File: src/rtl/booth_r4_seq_mult.sv
// Iterative radix-4 Booth signed multiplier: one Booth digit per clock.
// The finished product is held under a valid/ready handshake until it is accepted.
module booth_r4_seq_mult #(
    parameter int DATA_WIDTH = 16,
    parameter int OUT_WIDTH  = 32
) (
    input  logic                  clk,
    input  logic                  rst,
    input  logic                  in_valid,
    output logic                  in_ready,
    input  logic [DATA_WIDTH-1:0] a,
    input  logic [DATA_WIDTH-1:0] b,
    output logic                  out_valid,
    input  logic                  out_ready,
    output logic [OUT_WIDTH-1:0]  product,
    output logic                  busy
);

    // Handshakes: a transfer happens on a rising edge where valid and ready
    // are both high. The input side is ready only in IDLE. The output side
    // holds product and out_valid stable until out_ready is seen.

    localparam int DIGITS = DATA_WIDTH / 2;
    localparam int KW     = (DIGITS > 1) ? $clog2(DIGITS) : 1;

    typedef enum logic [1:0] {
        IDLE = 2'd0,
        CALC = 2'd1,
        DONE = 2'd2
    } state_t;

    state_t state_q;
    state_t state_d;

    logic [OUT_WIDTH-1:0]  mcand;
    logic [DATA_WIDTH:0]   b_win;
    logic [OUT_WIDTH-1:0]  acc;
    logic [OUT_WIDTH-1:0]  pp;
    logic [OUT_WIDTH-1:0]  acc_next;
    logic [KW-1:0]         k;
    logic                  last_digit;

    assign last_digit = (k == KW'(DIGITS - 1));
    assign acc_next   = acc + pp;

    always_ff @(posedge clk) begin
        if (rst) begin
            state_q <= IDLE;
        end else begin
            state_q <= state_d;
        end
    end

    always_comb begin
        state_d = state_q;
        case (state_q)
            IDLE:    if (in_valid)   state_d = CALC;
            CALC:    if (last_digit) state_d = DONE;
            DONE:    if (out_ready)  state_d = IDLE;
            default: state_d = IDLE;
        endcase
    end

    assign in_ready  = (state_q == IDLE);
    assign out_valid = (state_q == DONE);
    assign busy      = (state_q == CALC) || (state_q == DONE);

    // mcand already carries the 2k shift, and b_win[2:0] is the current
    // triplet {b[2k+1], b[2k], b[2k-1]}, so decoding needs no variable index.
    always_comb begin
        pp = '0;
        case (b_win[2:0])
            3'b001, 3'b010: pp = mcand;
            3'b011:         pp = mcand << 1;
            3'b100:         pp = -(mcand << 1);
            3'b101, 3'b110: pp = -mcand;
            default:        pp = '0;
        endcase
    end

    always_ff @(posedge clk) begin
        if (rst) begin
            mcand   <= '0;
            b_win   <= '0;
            acc     <= '0;
            k       <= '0;
            product <= '0;
        end else begin
            case (state_q)
                IDLE: begin
                    if (in_valid) begin
                        mcand <= {{(OUT_WIDTH - DATA_WIDTH){a[DATA_WIDTH-1]}}, a};
                        b_win <= {b, 1'b0};
                        acc   <= '0;
                        k     <= '0;
                    end
                end
                CALC: begin
                    acc   <= acc_next;
                    mcand <= mcand << 2;
                    b_win <= b_win >> 2;
                    k     <= k + KW'(1);
                    if (last_digit) begin
                        product <= acc_next;
                    end
                end
                default: begin
                end
            endcase
        end
    end

endmodule

File: config.mk
export PLATFORM = sky130hd
export DESIGN_NAME = booth_r4_seq_mult
export DESIGN_NICKNAME = d
export VERILOG_FILES = /design/src/rtl/booth_r4_seq_mult.sv
export SDC_FILE = /design/constraint.sdc
export NUM_CORES = 1
export LEC_CHECK = 0
export ABC_AREA = 1
export BUFFER_PORTS_ARGS = -buffer_cell sky130_fd_sc_hd__buf_4
export CORE_ASPECT_RATIO = 0.5
export CORE_MARGIN = 1
export CORE_UTILIZATION = 60
export CTS_CLUSTER_SIZE = 8
export DETAILED_ROUTE_END_ITERATION = 7
export GPL_TIMING_DRIVEN = 0
export PLACE_DENSITY = 0.82
export REMOVE_ABC_BUFFERS = 1
export SYNTH_ARGS = -nofsm -noshare
export SYNTH_HDL_FRONTEND = slang
export SYNTH_SLANG_ARGS = --single-unit
File: constraint.sdc
create_clock -name clk -period 7.2 [get_ports clk]
set_input_delay 1.44 -clock clk [delete_from_list [all_inputs] [get_ports clk]]
set_output_delay 1.44 -clock clk [all_outputs]
set_load 0.005 [all_outputs]
; Word-level counts from Yosys, hierarchy flattened
; Cells that the tools add are included.
[totals]
reg_bits = 118
input_bits = 36
output_inout_bits = 35
wordCells = 43
[op_classes]
n_addsub = 4
eq_ne = 12
muxes = 13
n_reduce_logical = 8
[ops]
columns = operator, n
row1 = $pmux 32 s2, 2
row2 = $pmux 32 s4, 1
row3 = $mux 32, 2
row4 = $neg 32->32, 2
row5 = $pmux 17 s2, 1
row6 = $add 32x32->32, 1
row7 = $mux 17, 1
row8 = $eq 3x3->1 const B, 4
row9 = $eq 3x2->1 const B, 2
row10 = $mux 2, 3
row11 = $pmux 2 s3, 1
row12 = $pmux 3 s2, 1
row13 = $ne 2x2->1 const B, 2
row14 = $reduce_and 2->1, 2
row15 = $reduce_or 2->1, 2
row16 = $add 3x1->3 const B, 1
row17 = $eq 3x1->1 const B, 1
row18 = $mux 3, 1
row19 = $reduce_and 3->1, 1
row20 = $eq 2x1->1 const B, 1
row21 = $eq 2x2->1 const B, 1
row22 = $logic_not 2->1, 1
row23 = $ne 2x1->1 const B, 1
row24 = $reduce_bool 2->1, 1
row25 = $logic_or 1x1->1, 1

; Depth between registers and ports, before layout
[depth]
ltp_word = 5
ltp_mapped = 25
mapped_depth_nobuf = 25

; Least setup slack after synthesis
; No wires, ideal clock.
[synth_path]
path_kind = reg2reg
start = reg mcand[0]
end = reg product[27]
setup_time_ps = 109
arrival_ps = 2895
required_ps = 7091
slack_ps = 4196
stages_incl_launch_ff = 23
n_path_buf = 0
synth_period_minus_slack_ps = 3004
cell_sequence = dfxtp_1 > inv_2 > ha_1 > nand3_4 > nor2_4 > nand2_2 > nor2_4 > nand2_2 > nor2_4 > xor2_1 > inv_1 > nand2_1 > o2111ai_1 > ha_1 > a21oi_1 > o21ai_0 > o21bai_1 > nor2_1 > nand2_1 > or2_1 > nand2_1 > a21o_1 > inv_1
[synth_via]
elab_chain_cells = 3
elab_cells_between_ends = 4
classes_between = add/sub (3) / mux (1)
[synth_rtl]
columns = element, line_no
row1 = from (decl), 35  ; logic [OUT_WIDTH-1:0] mcand;
row2 = from (signal assigned), 92  ; mcand <= {{(OUT_WIDTH - DATA_WIDTH){a[DATA_WIDTH-1]}}, a};
row3 = from (signal assigned), 100  ; mcand <= mcand << 2;
row4 = "$neg 32->32, on equally long branches", "76, 75"
row5 = $pmux 32 s4 *, 72  ; case (b_win[2:0])
row6 = $add 32x32->32 *, 44  ; assign acc_next = acc + pp;
row7 = to (signal assigned), 104  ; product <= acc_next;
row8 = to (decl), 15  ; output logic [OUT_WIDTH-1:0] product,
; Mark *: on every way between the ends. The rest lies on a longest branch, timed or not.
; A chain may end at the register's enable or synchronous reset.

; Final worst setup path
[layout_path]
start = reg state_q[1]
end = reg b_win[9]
[layout_via]
elab_chain_cells = 3
elab_cells_between_ends = 6
classes_between = eq/ne (2) / mux (1) / reduce/logical (3)
[layout_rtl]
columns = element, line_no
row1 = from (decl), 32  ; state_t state_q;
row2 = from (signal assigned), 50  ; state_q <= state_d;
row3 = $eq 2x1->1 or $logic_not 2->1 (tied branches), 89  ; case (state_q)
row4 = $reduce_bool 2->1 (no line) or $ne 2x2->1 (tied branches), --
row5 = $reduce_and 2->1 (no line), --
row6 = to (signal assigned), 93  ; b_win <= {b, 1'b0};
row7 = to (signal assigned), 101  ; b_win <= b_win >> 2;
row8 = to (decl), 36  ; logic [DATA_WIDTH:0] b_win;
; Parallel ways exist; a longest one is shown, timed or not.

==> results.md <==
* CTS root buf: clkbuf_16
* Top FF cell, synth: dfxtp_1
* P&R area growth vs syn at 14.9%
* Number of cell rows at 29
* Die ar. at roughly 0.014 mm2
* Max_slew headroom at 0.139
* Gpl congestion at 0.958
* Clock Skews at 0.0103 ns
* Hold Fails Final Rpt at 0
* Worst Max-Slew Pin Slew at around 1.3 ns
* Pins Over Slew Limit at 0
* Endpoint class of the critical path: register
* Drt total wl at 22700 um
* Worst VDD drop at 273 uV
* Clock latency on the worst-skew pair at 0.42 ns
* Chip Width at 165 um
* Routed Antenna Nets at 0
* Critical path type: register to register
* Layout fillers at 1100
* Post-synth EDFFs at 0
* Design area at 0.00916 mm2
* Global-route wire length before repair at 37000 um
* Critical path's slowest cell: nor2_4
* Max Freq at 0.247 GHz
* Vias in the first global route at 7500
* Ant diodes at 0
* Max_cap viols at 0
* WL per Instance at 15.8 um
* Worst Hold Class: register to register
* DR vias/cell at 5.79
* Setup_tns at 0 ns
* Static leakage at 4.25 nW
* Warnings, synthesis at 0
* Final core utilization at 0.715
* Height of the die at about 84 um
* Avg Cell Area, Syn at 6.57 um2
* #FFs+latches synth at 118
* Drt first pass iters at 5
* IO Port Bufs at 70
* Area of the core at between 0.01 and 0.015 mm2
* # clock sinks at 118
* Largest net degree at the start of global routing at 62
* Remaining DRCs at 0
* Tcrit/Tclk final at 0.562
* CTS tree: yes
* Tot GR Track Use at 0.341
* Mapped Cells at 1214
* Max incr delay on CP at 1.02 ns
* Yosys top cell by area: dfxtp_1
* Crit path max fanout at slightly above 60
* Max clock buf depth at 2
* TritonCTS buffer count at 17
* Detailed Place HPWL at 16000 um
* Buf/Inv on CP at 4
* Worst Path Required at 7.55 ns
* Hold Buf Count CTS at 0
* Area share of the largest cell type after synthesis at 0.296
* Area after DPL at 0.00857 mm2
* RSZ-0062 raised after global routing: false
* I/O pin count at 71
* Power Density at around 430 mW/mm2
* Synth top area cells: dfxtp_1 30%, nand2_1 13%, o21ai_0 7.5%, inv_1 6.3%, nor2_1 6.1%
* Iter 0 DRT Violations at between 800 and 900
* Layout cells sized above 1 at 0.118
* H-tree depth at 4
* Number of setup buffers added after CTS at 0
* Final min period at roughly 4.0 ns
* Number of setup violations in the final report at 0
* Initial core utilization at 0.622
* Family with the most delay on the worst path: buffers and inverters
* Reg clk slew, reported paths at approximately 0.06 ns
* Final nets at 1327
* Seq/Total Area, Yosys at 0.296
* Worst-path cell chain: inv_1, ha_1, inv_2, nor2_4, nor2_4, buf_12, inv_1, o21ai_0, a31oi_1
* Critical Path Source Type: register
* Distinct cells, synth at 46
* Critical path arrival at 4.39 ns
* Vias post-DR at 8312
* Remaining Overflow, GRT at 0
* Outcome: completed
* Initial antenna violation count at 0
* Mapped cell area at 0.00797 mm2
* Cts repair resizes at 0
* Async set-reset flop share out of synthesis at 0
cell usage after synthesis, types with 7 or more instances:
master       n
o21bai_1     8
a31oi_1     18
xor2_1      45
nand3_1     45
o2111ai_1   11
nand4_1      8
a221o_1     12
clkbuf_1    39
nand2_1    278
o21ai_0    119
inv_1      134
nor2_4       8
a21oi_1     96
dfxtp_1    118
o22ai_1     14
buf_2       11
ha_1        37
a21o_1       7
nor2_1     130
nor3_1      13
path summary, 6_finish.rpt:
check	startpoint	end	slack, ns	cells after the start
setup / recovery	state_q[1]	b_win[9]	3.15	9
hold / removal	acc[29]	acc[29]	0.47	2
setup reg to reg	state_q[1]	b_win[9]	3.15	9
hold reg to reg	acc[29]	acc[29]	0.47	2
placed cells by master, fill, tap and decap left out, types with 7 or more instances in the layout:
master	n
o22ai_1	14
inv_2	7
xor2_1	45
nand2_1	278
nor2_1	128
a21o_1	7
clkbuf_16	17
a221o_1	12
nand3_1	45
nor3_1	13
nand4_1	8
o2111ai_1	11
a21oi_1	96
o21ai_0	119
nor2_4	9
a31oi_1	18
o21bai_1	8
ha_1	37
inv_6	7
buf_4	70
dfxtp_1	118
inv_1	132
report_power, final:
part           switching (mW)  total, mW  internal (mW)
Combinational            1.46       2.13          0.673
Clock                   0.358      0.876          0.519
Sequential              0.126      0.942          0.816
Total                    1.94       3.95           2.01
metrics by stage:
step | setup slack (ns) | cells | power (mW) | hold slack [ns]
3_3_place_gp | 0.474 | 1400 | 2.90 | 0.452
2_1_floorplan | 2.29 | 1160 | 2.42 | 0.436
4_1_cts | 3.23 | 1436 | 3.89 | 0.472
5_1_grt | 2.82 | 1436 | 4.21 | 0.489
6_report | 3.15 | 1436 | 3.95 | 0.473
3_5_place_dp | 3.24 | 1404 | 3.00 | 0.456
area by class of cell:
class                      count  area, um2  share of cell area
tap                          170        213              0.0232
clock inverter                15        166              0.0182
multi-input combinational    903       4880               0.532
sequential                   118       2360               0.258
clock buffer                  17        425              0.0464
timing repair buffer          74        596              0.0650
inverter                     139        522              0.0570
cell families after synthesis:
| group | count (synthesis) | share of synthesized area |
|---|---|---|
| XOR/XNOR | 47 | 0.0516 |
| flip-flops | 118 | 0.296 |
| AO/OA/AOI/OAI | 312 | 0.226 |
| adder cells (fa/ha/maj) | 38 | 0.0606 |
| buffers and inverters | 193 | 0.0931 |
| AND/OR/NAND/NOR | 506 | 0.272 |
flip-flops by register name, indices dropped and copies added (netlist names):
| register | cells |
|---|---|
| mcand | 32 |
| b_win | 17 |
| product | 32 |
| k | 3 |
| state_q | 2 |
| acc | 32 |
worst register-to-register path: stages (launching register included):
cell     delay [ns]
dfxtp_1        0.33
inv_1          0.09
ha_1           0.56
inv_2          0.55
nor2_4         1.03
nor2_4         0.20
buf_12         0.27
inv_1          0.58
o21ai_0        0.18
a31oi_1        0.19
layer usage:
layer / vias up / GRT usage / part of all wire
li1: 4108 / - / -
met1: 3812 / 0.466 / 0.46
met2: 350 / 0.529 / 0.43
met3: 42 / 0.0830 / 0.093
met4: 0 / 0.100 / 0.016
met5: - / 0 / 0
Power figures use the tool's default switching activity.
